--- src/rtl/z80_io_pkg.sv ---
// z80_io_pkg: shared types and constants for the Z80 I/O-space peripheral.
//   io_state_e    - bus-cycle tracking FSM states
//   LED_PORT_DEF  - default I/O address of the LED output register
//   SW_PORT_DEF   - default I/O address of the switch input port
package z80_io_pkg;

  typedef enum logic [1:0] {
    IDLE    = 2'd0,
    WR_HOLD = 2'd1,
    RD_HOLD = 2'd2,
    IGNORE  = 2'd3
  } io_state_e;

  localparam logic [7:0] LED_PORT_DEF = 8'h01;
  localparam logic [7:0] SW_PORT_DEF  = 8'h02;

endpackage

--- src/rtl/z80_bus_sync.sv ---
// z80_bus_sync: WIDTH-bit, STAGES-deep flop chain that brings asynchronous
// Z80 bus / board signals into the mclk domain.
//   mclk  - system clock
//   reset - asynchronous active-high reset; every stage loads RESET_VAL
//   d     - asynchronous input bits
//   q     - synchronised output (last stage)
module z80_bus_sync #(
  parameter int                 WIDTH     = 4,
  parameter int                 STAGES    = 2,
  parameter logic [WIDTH-1:0]   RESET_VAL = '0
) (
  input  logic             mclk,
  input  logic             reset,
  input  logic [WIDTH-1:0] d,
  output logic [WIDTH-1:0] q
);

  logic [WIDTH-1:0] stage_q [STAGES];

  always_ff @(posedge mclk or posedge reset) begin
    if (reset) begin
      for (int i = 0; i < STAGES; i++) stage_q[i] <= RESET_VAL;
    end else begin
      stage_q[0] <= d;
      for (int i = 1; i < STAGES; i++) stage_q[i] <= stage_q[i-1];
    end
  end

  assign q = stage_q[STAGES-1];

endmodule

--- src/rtl/z80_io_port.sv ---
// z80_io_port: Z80 I/O-space peripheral with a write-only LED register and a
// read-only switch port, decoded on the low address byte.
//   mclk, reset        - system clock, asynchronous active-high reset
//   nIORQ/nRD/nWR/nM1  - Z80 strobes, active low, asynchronous
//   A, D_in            - address byte and CPU write data (stable while strobed)
//   D_out, D_oe        - read data and bus-drive enable for the switch port
//   sw                 - board switches, asynchronous
//   Led, wr_strobe     - LED register and one-cycle accepted-write pulse
//
// state   | meaning
// IDLE    | no bus cycle in progress, waiting for synced nIORQ low
// WR_HOLD | LED write done, waiting for the write strobe to end
// RD_HOLD | switch data latched and driven, waiting for the read to end
// IGNORE  | unmapped port or interrupt acknowledge, waiting for nIORQ high
module z80_io_port
  import z80_io_pkg::*;
#(
  parameter logic [7:0] LED_PORT    = LED_PORT_DEF,
  parameter logic [7:0] SW_PORT     = SW_PORT_DEF,
  parameter int         SYNC_STAGES = 2
) (
  input  logic       mclk,
  input  logic       reset,
  input  logic       nIORQ,
  input  logic       nRD,
  input  logic       nWR,
  input  logic       nM1,
  input  logic [7:0] A,
  input  logic [7:0] D_in,
  output logic [7:0] D_out,
  output logic       D_oe,
  input  logic [7:0] sw,
  output logic [7:0] Led,
  output logic       wr_strobe
);

  logic [3:0] strobe_s;
  logic [7:0] sw_s;
  logic       iorq_s, rd_s, wr_s, m1_s;
  io_state_e  state;

  z80_bus_sync #(
    .WIDTH     (4),
    .STAGES    (SYNC_STAGES),
    .RESET_VAL (4'hF)
  ) u_strobe_sync (
    .mclk  (mclk),
    .reset (reset),
    .d     ({nM1, nWR, nRD, nIORQ}),
    .q     (strobe_s)
  );

  z80_bus_sync #(
    .WIDTH     (8),
    .STAGES    (SYNC_STAGES),
    .RESET_VAL (8'h00)
  ) u_sw_sync (
    .mclk  (mclk),
    .reset (reset),
    .d     (sw),
    .q     (sw_s)
  );

  assign {m1_s, wr_s, rd_s, iorq_s} = strobe_s;

  // A and D_in are used raw: the CPU holds them stable across the whole
  // strobe-low window, which outlasts the synchroniser delay.
  always_ff @(posedge mclk or posedge reset) begin
    if (reset) begin
      state     <= IDLE;
      Led       <= 8'h00;
      D_out     <= 8'h00;
      D_oe      <= 1'b0;
      wr_strobe <= 1'b0;
    end else begin
      wr_strobe <= 1'b0;
      unique case (state)
        IDLE: begin
          if (!iorq_s) begin
            // write wins if both strobes are seen low together
            if (!wr_s && m1_s && (A == LED_PORT)) begin
              Led       <= D_in;
              wr_strobe <= 1'b1;
              state     <= WR_HOLD;
            end else if (!rd_s && m1_s && (A == SW_PORT)) begin
              D_out <= sw_s;
              D_oe  <= 1'b1;
              state <= RD_HOLD;
            end else begin
              state <= IGNORE;
            end
          end
        end
        WR_HOLD: begin
          if (iorq_s || wr_s) state <= IDLE;
        end
        RD_HOLD: begin
          if (iorq_s || rd_s) begin
            D_oe  <= 1'b0;
            state <= IDLE;
          end
        end
        IGNORE: begin
          if (iorq_s) state <= IDLE;
        end
        default: state <= IDLE;
      endcase
    end
  end

endmodule

--- config.mk ---
export PLATFORM = sky130hd
export DESIGN_NAME = z80_io_port
export DESIGN_NICKNAME = d
export VERILOG_FILES = /design/src/rtl/z80_io_pkg.sv /design/src/rtl/z80_bus_sync.sv /design/src/rtl/z80_io_port.sv
export SDC_FILE = /design/constraint.sdc
export NUM_CORES = 1
export LEC_CHECK = 0
export CORE_ASPECT_RATIO = 1.5
export CORE_MARGIN = 2
export CORE_UTILIZATION = 40
export DETAILED_ROUTE_END_ITERATION = 10
export GPL_TIMING_DRIVEN = 1
export MAX_ROUTING_LAYER = met4
export PLACE_DENSITY_LB_ADDON = 0.2
export SYNTH_ARGS = -nofsm -noshare
export SYNTH_HDL_FRONTEND = slang
export SYNTH_SLANG_ARGS = --single-unit
--- constraint.sdc ---
create_clock -name mclk -period 1.87 [get_ports mclk]
set_clock_uncertainty 0.1 [all_clocks]
set_input_delay 0.374 -clock mclk [delete_from_list [all_inputs] [get_ports mclk]]
set_output_delay 0.374 -clock mclk [all_outputs]
set_load 0.005 [all_outputs]
# Yosys cells after proc, flatten, opt, wreduce, memory -nomap -nowiden
# Cells that the tools add are included.
word_totals:
  register_bits: 44
  input_bits: 30
  out_inout_bits: 18
  wordCells: 51
classes:
  n_eq_ne: 11
  n_mux: 15
  bitwise: 2
  reduce_logical: 14
op_table:
  columns: ["cell", "count"]
  rows:
  - ["2-bit two-way mux", 5]
  - ["2-bit inequality test, second input constant", 5]
  - ["8-bit by 1-bit == test with 1-bit output, second input constant", 1]
  - ["8-bit by 2-bit == test with 1-bit output, second input constant", 1]
  - ["1-bit two-way mux", 8]
  - ["2-bit case mux with 4 select lines", 1]
  - ["4-bit AND reduction", 2]
  - ["5-bit AND reduction", 1]
  - ["2-bit == test, second input constant", 2]
  - ["1-bit logical AND", 4]
  - ["3-bit AND reduction", 1]
  - ["2-bit by 1-bit == test with 1-bit output, second input constant", 1]
  - ["1-bit logical NOT", 2]
  - ["2-bit logical NOT", 1]
  - ["1-bit logical OR", 2]
  - ["2-bit by 1-bit inequality test with 1-bit output, second input constant", 1]
  - ["1-bit inverter", 2]
  - ["1-bit case mux with 2 select lines", 1]
  - ["2-bit nonzero test", 1]

# Logic depth before layout (Yosys ltp)
# Gate-level depths: netlist of run 1.
logic_depth:
  depth_word: 7
  mapped_depth: 3
  depth_no_buf: 3

# Modules after synthesis
# A second synthesis of run 1 with hierarchy kept.
hier_totals:
  hier_cells: 94
  area_unflattened_um2: 1570.3
by_module_without_submodules:
  columns: ["module", "n_inst", "cells_each", "area_each_um2", "seq_area_each_um2"]
  rows:
  - ["z80_io_port", 1, 56, 862.1, 500.5]
  - ["z80_bus_sync at u_sw_sync", 1, 25, 464.2, 400.4]
  - ["z80_bus_sync at u_strobe_sync", 1, 13, 244.0, 210.2]

# Worst setup path after synthesis of run 1
# OpenSTA, ideal clock, no wires.
synth_path:
  path_type: "register -> register"
  startpoint: "register u_strobe_sync.stage_q, in the netlist u_strobe_sync.q[3]"
  endpoint: "register D_out[0]"
  setup_time_ps: 125
  t_arrival_ps: 1378
  t_required_ps: 1645
  setup_slack_ps: 268
  path_stages_with_launch: 4
  n_path_buf: 0
  period_less_slack_ps: 1602
  path_cell_list: "dfstp_2 nor3b_2 nand4_4 mux2_2"
synth_via:
  elab_chain_cells: 4
  word_cells_on_any_way: 6
  classes_between: "1 x bitwise; 5 x reduce/logical"
synth_lines:
  columns: ["item", "line_no", "text"]
  rows:
  - ["from (decl)", "z80_bus_sync.sv:18", "logic [WIDTH-1:0] stage_q [STAGES];"]
  - ["1-bit logical AND (2 in series)", "z80_io_port.sv:81", "if (!wr_s && m1_s && (A == LED_PORT)) begin"]
  - ["1-bit inverter (no line)", null, null]
  - ["4-bit AND reduction (no line) (*)", null, null]
  - ["to (signal assigned)", "z80_io_port.sv:86", "D_out <= sw_s;"]
  - ["to (decl)", "z80_io_port.sv:30", "output logic [7:0] D_out,"]
# Mark *: on every way between the ends. The rest lies on a longest branch, timed or not.
# A chain may end at the register's enable or synchronous reset.

# Worst setup path after layout of run 1
layout_path:
  startpoint: "input port A[7]"
  endpoint: "register Led[1]"
layout_via:
  elab_chain_cells: 3
layout_lines:
  columns: ["item", "line_no", "text"]
  rows:
  - ["from (decl)", "z80_io_port.sv:28", "input logic [7:0] A,"]
  - ["8-bit by 1-bit == test with 1-bit output", "z80_io_port.sv:81", null]
  - ["1-bit logical AND", "z80_io_port.sv:81", null]
  - ["3-bit AND reduction (no line)", null, null]
  - ["to (signal assigned)", "z80_io_port.sv:82", "Led <= D_in;"]
  - ["to (decl)", "z80_io_port.sv:33", "output logic [7:0] Led,"]
# No other way between the ends.

==> results of run 1 <==
[how the worst min path moves through the flow]
stage | startpoint | to | cells past startpoint
finish | reset | Led[3] | 2
global route | reset | Led[3] | 2
CTS | reset | Led[4] | 2
detailed placement | u_sw_sync.stage_q[14] | u_sw_sync.q[6] | 0
global placement | u_sw_sync.stage_q[10] | u_sw_sync.q[2] | 0
floorplan | u_sw_sync.stage_q[8] | u_sw_sync.q[0] | 0
[through the flow]
stage | instances | total power (µW)
after global routing | 183 | 2030
final | 183 | 1930
after CTS | 183 | 1960
after detailed placement | 175 | 1220
after floorplan | 80 | 1120
after global placement | 175 | 1210
[worst reg2reg max path: stages, from the launching register on]
cell and delay [ps]:
dfrtp_1 420, nor3_2 430, nand4_4 260, mux2_2 330
[synthesized netlist by cell type]
cell	n
nand2_1	1
nand4_4	2
inv_1	3
nand3_1	2
nor3_2	1
nor4_4	1
nand2b_1	3
nor3b_1	2
o21ai_0	1
a32o_1	2
nor2_1	1
mux2_2	16
dfrtp_1	36
nor3b_2	1
dfstp_2	8
[where the power goes]
group	internal, µW	switching (µW)	total (µW)
sequential	1010	28.8	1030
clock	436	292	728
combinational	103	61.6	165
[final cells by class]
class                      instances  area [µm²]  area share
tap                               42        52.6      0.0242
inverter                           3        11.3     0.00520
clock inverter                     2        38.8      0.0179
multi-input combinational         33         343       0.158
clock buffer                       6        82.6      0.0381
timing repair buffer              53         528       0.244
sequential                        44        1110       0.513
[sequential cells by signal, indices dropped and copies added (netlist names)]
name,count
u_strobe_sync.q,4
u_sw_sync.stage_q,8
wr_strobe,1
u_strobe_sync.stage_q,4
state,2
D_oe,1
D_out,8
u_sw_sync.q,8
Led,8
[layer usage]
layer,track usage,vias to the layer above,share of wire
li1,-,392,-
met5,-,-,0
met2,0.219,27,0.55
met3,0.0513,9,0.054
met4,0.0692,0,0.022
met1,0.143,432,0.37
[cells by family after synthesis]
family / after synthesis
AO/OA/AOI/OAI: 3
buffers and inverters: 3
flip-flops: 44
multiplexers: 16
AND/OR/NAND/NOR: 14
==> flow_summary.json, run 1 <==
{
  "crit_start": "A[7]",
  "syn2layout_area_growth_pct": 47.9,
  "clock_latency_ps": 290,
  "cts_tree": "yes",
  "syn_inst": 80,
  "synth_top_area_share": 0.615,
  "synth_xor_area_frac": 0,
  "reg2reg_slack_ps": 230,
  "timing.final.hold_violations": 0,
  "fin_nets": 170,
  "tightestPinTransition_ps": 446,
  "clockRootBuffer": "clkbuf_8",
  "hold_path.class": "input port to async pin",
  "power.density_nw_per_um2": 890,
  "netlist_area_um2": 1470,
  "irDropWorstVdd_uv": 713,
  "dpl_cell_area_um2": 2050,
  "clockBufferDepth": 2,
  "slew_viol_final": 0,
  "final_common_cell": "clkdlybuf4s50_1",
  "initial_core_util": 0.425,
  "cp_data_arrival_time_ps": 1770,
  "grt_pass1_wl_um": 3870,
  "pre_cts_ws_ps": -157,
  "path_depth": 5,
  "fp-row-count": 26,
  "final_util": 0.628,
  "synth.net_count": 110,
  "setup.worst_path.end": "Led[1]",
  "synth_warnings": 0,
  "nFillCells": 278,
  "cts-htree-levels": 2,
  "path_class": "input port to flop",
  "grt_setup_unrepaired": "false",
  "rr_endpoint": "Led[1]",
  "synthSimpleGateAreaFrac": 0.0939,
  "grt_max_degree": 34,
  "place_hpwl_um": 1870,
  "cts_hold_buf": 0,
  "grt_overflow": 0,
  "r2r-start": "state[1]",
  "synth-compound-area-share": 0.0171,
  "drt-initial-drc-count": 13,
  "numCtsBuffers": 5,
  "die-area_um2": 4170,
  "min_period_over_period": 0.910,
  "post-route-drc-count": 0,
  "synthAdderAreaFrac": 0,
  "relSlewSlack": 0.701,
  "setup_violations": 0,
  "start_kind": "input port",
  "crit_family": "buffers and inverters",
  "finalSetupTns_ps": 0,
  "critical_path_peak_fanout": 9,
  "fin_area_um2": 2170,
  "worst-r2r-cell-count": 3,
  "synth_top_family_by_area": "multiplexers",
  "ios": 48,
  "num_vias": 860,
  "required_ps": 1940,
  "ctsResizeCount": 0,
  "slowest_delay_ps": 450,
  "die_w_um": 53.4,
  "period_needed_ps": 1700,
  "firstDrtPassIters": 4,
  "fin_ws_ps": 169,
  "mostFrequentLayoutCells": "47 x clkdlybuf4s50_1, 36 x dfrtp_1, 16 x mux2_2",
  "totalWireLength_um": 2440,
  "antenna_found_initial": 0,
  "ys_seq_area_frac": 0.758,
  "ant_nets": 0,
  "endpoint_kind": "flop",
  "synth_top_area_cell": "dfrtp_1",
  "synth_area_per_cell_um2": 18.3,
  "status": "finished, final reports clean",
  "die_h_um": 78.1,
  "drv_cap": 0,
  "drive_above_1_share": 0.312,
  "core_um2": 3450,
  "ys_ff_latch": 44,
  "grt_pass1_vias": 858,
  "whs_ps": 228,
  "grt.total_usage": 0.137,
  "critPathBufInv": 2,
  "io_buffers": 47,
  "n_antenna_cell": 0,
  "crit_chain": "clkdlybuf4s50_1 -> nor4_4 -> buf_4 -> nand4_4 -> mux2_2",
  "muxShareOfSynthArea": 0.123,
  "synth_cell_types": 15,
  "timing.fmax_mhz": 588,
  "routabilityCongestion": 0.648,
  "viasPerCell": 4.70,
  "post_drt_wl_per_cell_um": 13.4,
  "leakagePower_uw": 0.000993,
  "clock_sinks": 44,
  "post_cts_buffers": 0,
  "clk_pin_slew_worst_paths_ps": 80,
  "ys_top_cells_by_area": "dfrtp_1 61%, dfstp_2 14%, mux2_2 12%",
  "cpMaxStageDelayCell": "clkdlybuf4s50_1"
}
(Power assumes the default switching activity.)
==> run 2, diff against run 1 <==
Settings changed: CORE_MARGIN 2 to not set.
==> run 2 against run 1 <==
Sequential power barely moved; fmax is 0.52% lower; via count grew 0.35%; critical path type unchanged; highest routed layer unchanged.
==> flow_summary.json, run 2 (synthesized netlist as in run 1, its figures left out) <==
{
  "timing.fmax_mhz": 585,
  "tightestPinTransition_ps": 463,
  "nFillCells": 265,
  "relSlewSlack": 0.689,
  "endpoint_kind": "flop",
  "timing.final.hold_violations": 0,
  "status": "finished, final reports clean",
  "clk_pin_slew_worst_paths_ps": 70,
  "die_w_um": 51.4,
  "slowest_delay_ps": 450,
  "min_period_over_period": 0.914,
  "grt_max_degree": 34,
  "clock_sinks": 44,
  "cpMaxStageDelayCell": "clkdlybuf4s50_1",
  "numCtsBuffers": 5,
  "grt_pass1_vias": 979,
  "core_um2": 3450,
  "die_h_um": 76.1,
  "mostFrequentLayoutCells": "47 x clkdlybuf4s50_1, 36 x dfrtp_1, 16 x mux2_2",
  "irDropWorstVdd_uv": 846,
  "cts_hold_buf": 0,
  "crit_chain": "clkdlybuf4s50_1 -> nor4_4 -> buf_4 -> nand4_4 -> mux2_2",
  "clockBufferDepth": 2,
  "viasPerCell": 4.72,
  "drv_cap": 0,
  "totalWireLength_um": 2480,
  "post-route-drc-count": 0,
  "n_antenna_cell": 0,
  "drt-initial-drc-count": 26,
  "cts_tree": "yes",
  "hold_path.class": "input port to async pin",
  "firstDrtPassIters": 4,
  "post_cts_buffers": 0,
  "die-area_um2": 3910,
  "critPathBufInv": 2,
  "place_hpwl_um": 1860,
  "post_drt_wl_per_cell_um": 13.6,
  "io_buffers": 47,
  "routabilityCongestion": 0.769,
  "crit_start": "A[7]",
  "ctsResizeCount": 0,
  "dp.cells": 175,
  "grt.total_usage": 0.157,
  "clock_latency_ps": 290,
  "reg2reg_slack_ps": 190,
  "leakagePower_uw": 0.000997,
  "critical_path_peak_fanout": 9,
  "path_depth": 5,
  "power.density_nw_per_um2": 930,
  "grt_setup_unrepaired": "false",
  "syn2layout_area_growth_pct": 48.7,
  "worst-r2r-cell-count": 3,
  "cp_data_arrival_time_ps": 1780,
  "slew_viol_final": 0,
  "path_class": "input port to flop",
  "initial_core_util": 0.425,
  "antenna_found_initial": 0,
  "setup_violations": 0,
  "r2r-start": "state[1]",
  "crit_family": "buffers and inverters",
  "final_util": 0.632,
  "ios": 48,
  "clockRootBuffer": "clkbuf_8",
  "required_ps": 1940,
  "finalSetupTns_ps": 0,
  "period_needed_ps": 1710,
  "drive_above_1_share": 0.305,
  "ant_nets": 0,
  "final_common_cell": "clkdlybuf4s50_1",
  "num_vias": 863,
  "fin_nets": 170,
  "grt_overflow": 0,
  "start_kind": "input port",
  "cts-htree-levels": 2,
  "grt_pass1_wl_um": 4310,
  "fin_cells": 183,
  "fp-row-count": 26
}
[run 2: cell types whose count changed in the layout (fill, tap and decap cells not counted)]
cell	change
clkbuf_8	-1
clkinv_4	-1
bufinv_16	+1
clkbuf_1	+1
[run 2: final cells by class]
cell class / count / area [µm²] / share of cell area
clock buffers: 6 / 72.6 / 0.0333
multi-input cells: 33 / 343 / 0.157
well taps: 42 / 52.6 / 0.0241
flip-flops and latches: 44 / 1110 / 0.510
inverters: 3 / 11.3 / 0.00517
clock inverters: 2 / 60.1 / 0.0276
repair buffers: 53 / 528 / 0.242
[run 2: final timing paths]
check,endpoint
hold / removal,Led[2]
max in group asynchronous,u_strobe_sync.q[2]
min in group mclk,u_sw_sync.q[2]
setup / recovery,Led[6]
setup reg to reg,Led[6]
hold reg to reg,u_sw_sync.q[2]
[run 2: where the power goes]
part	internal, µW	total [µW]	switching [µW]
clock network	533	825	292
logic	103	164	61.1
registers	1010	1040	30.1
total	1640	2030	383
[run 2: per-layer routing]
metal	wire [µm]	GRT usage	part of all wire	up-vias
li1	-	-	-	394
met1	862	0.165	0.35	435
met2	1420	0.260	0.57	29
met3	152	0.0499	0.061	5
met4	43	0.0730	0.017	0
met5	0	-	0	-
[run 2: per-stage QoR]
stage               hold slack [ps]  worst slack (ps)  cell area (µm²)  total power (µW)
finish                          232               160             2180              2030
detailed placement              238              -169             2050              1220
global placement                234              -135             2050              1210
floorplan                       231               268             1470              1120
global route                    251              84.2             2180              2120
CTS                             232               140             2180              2060
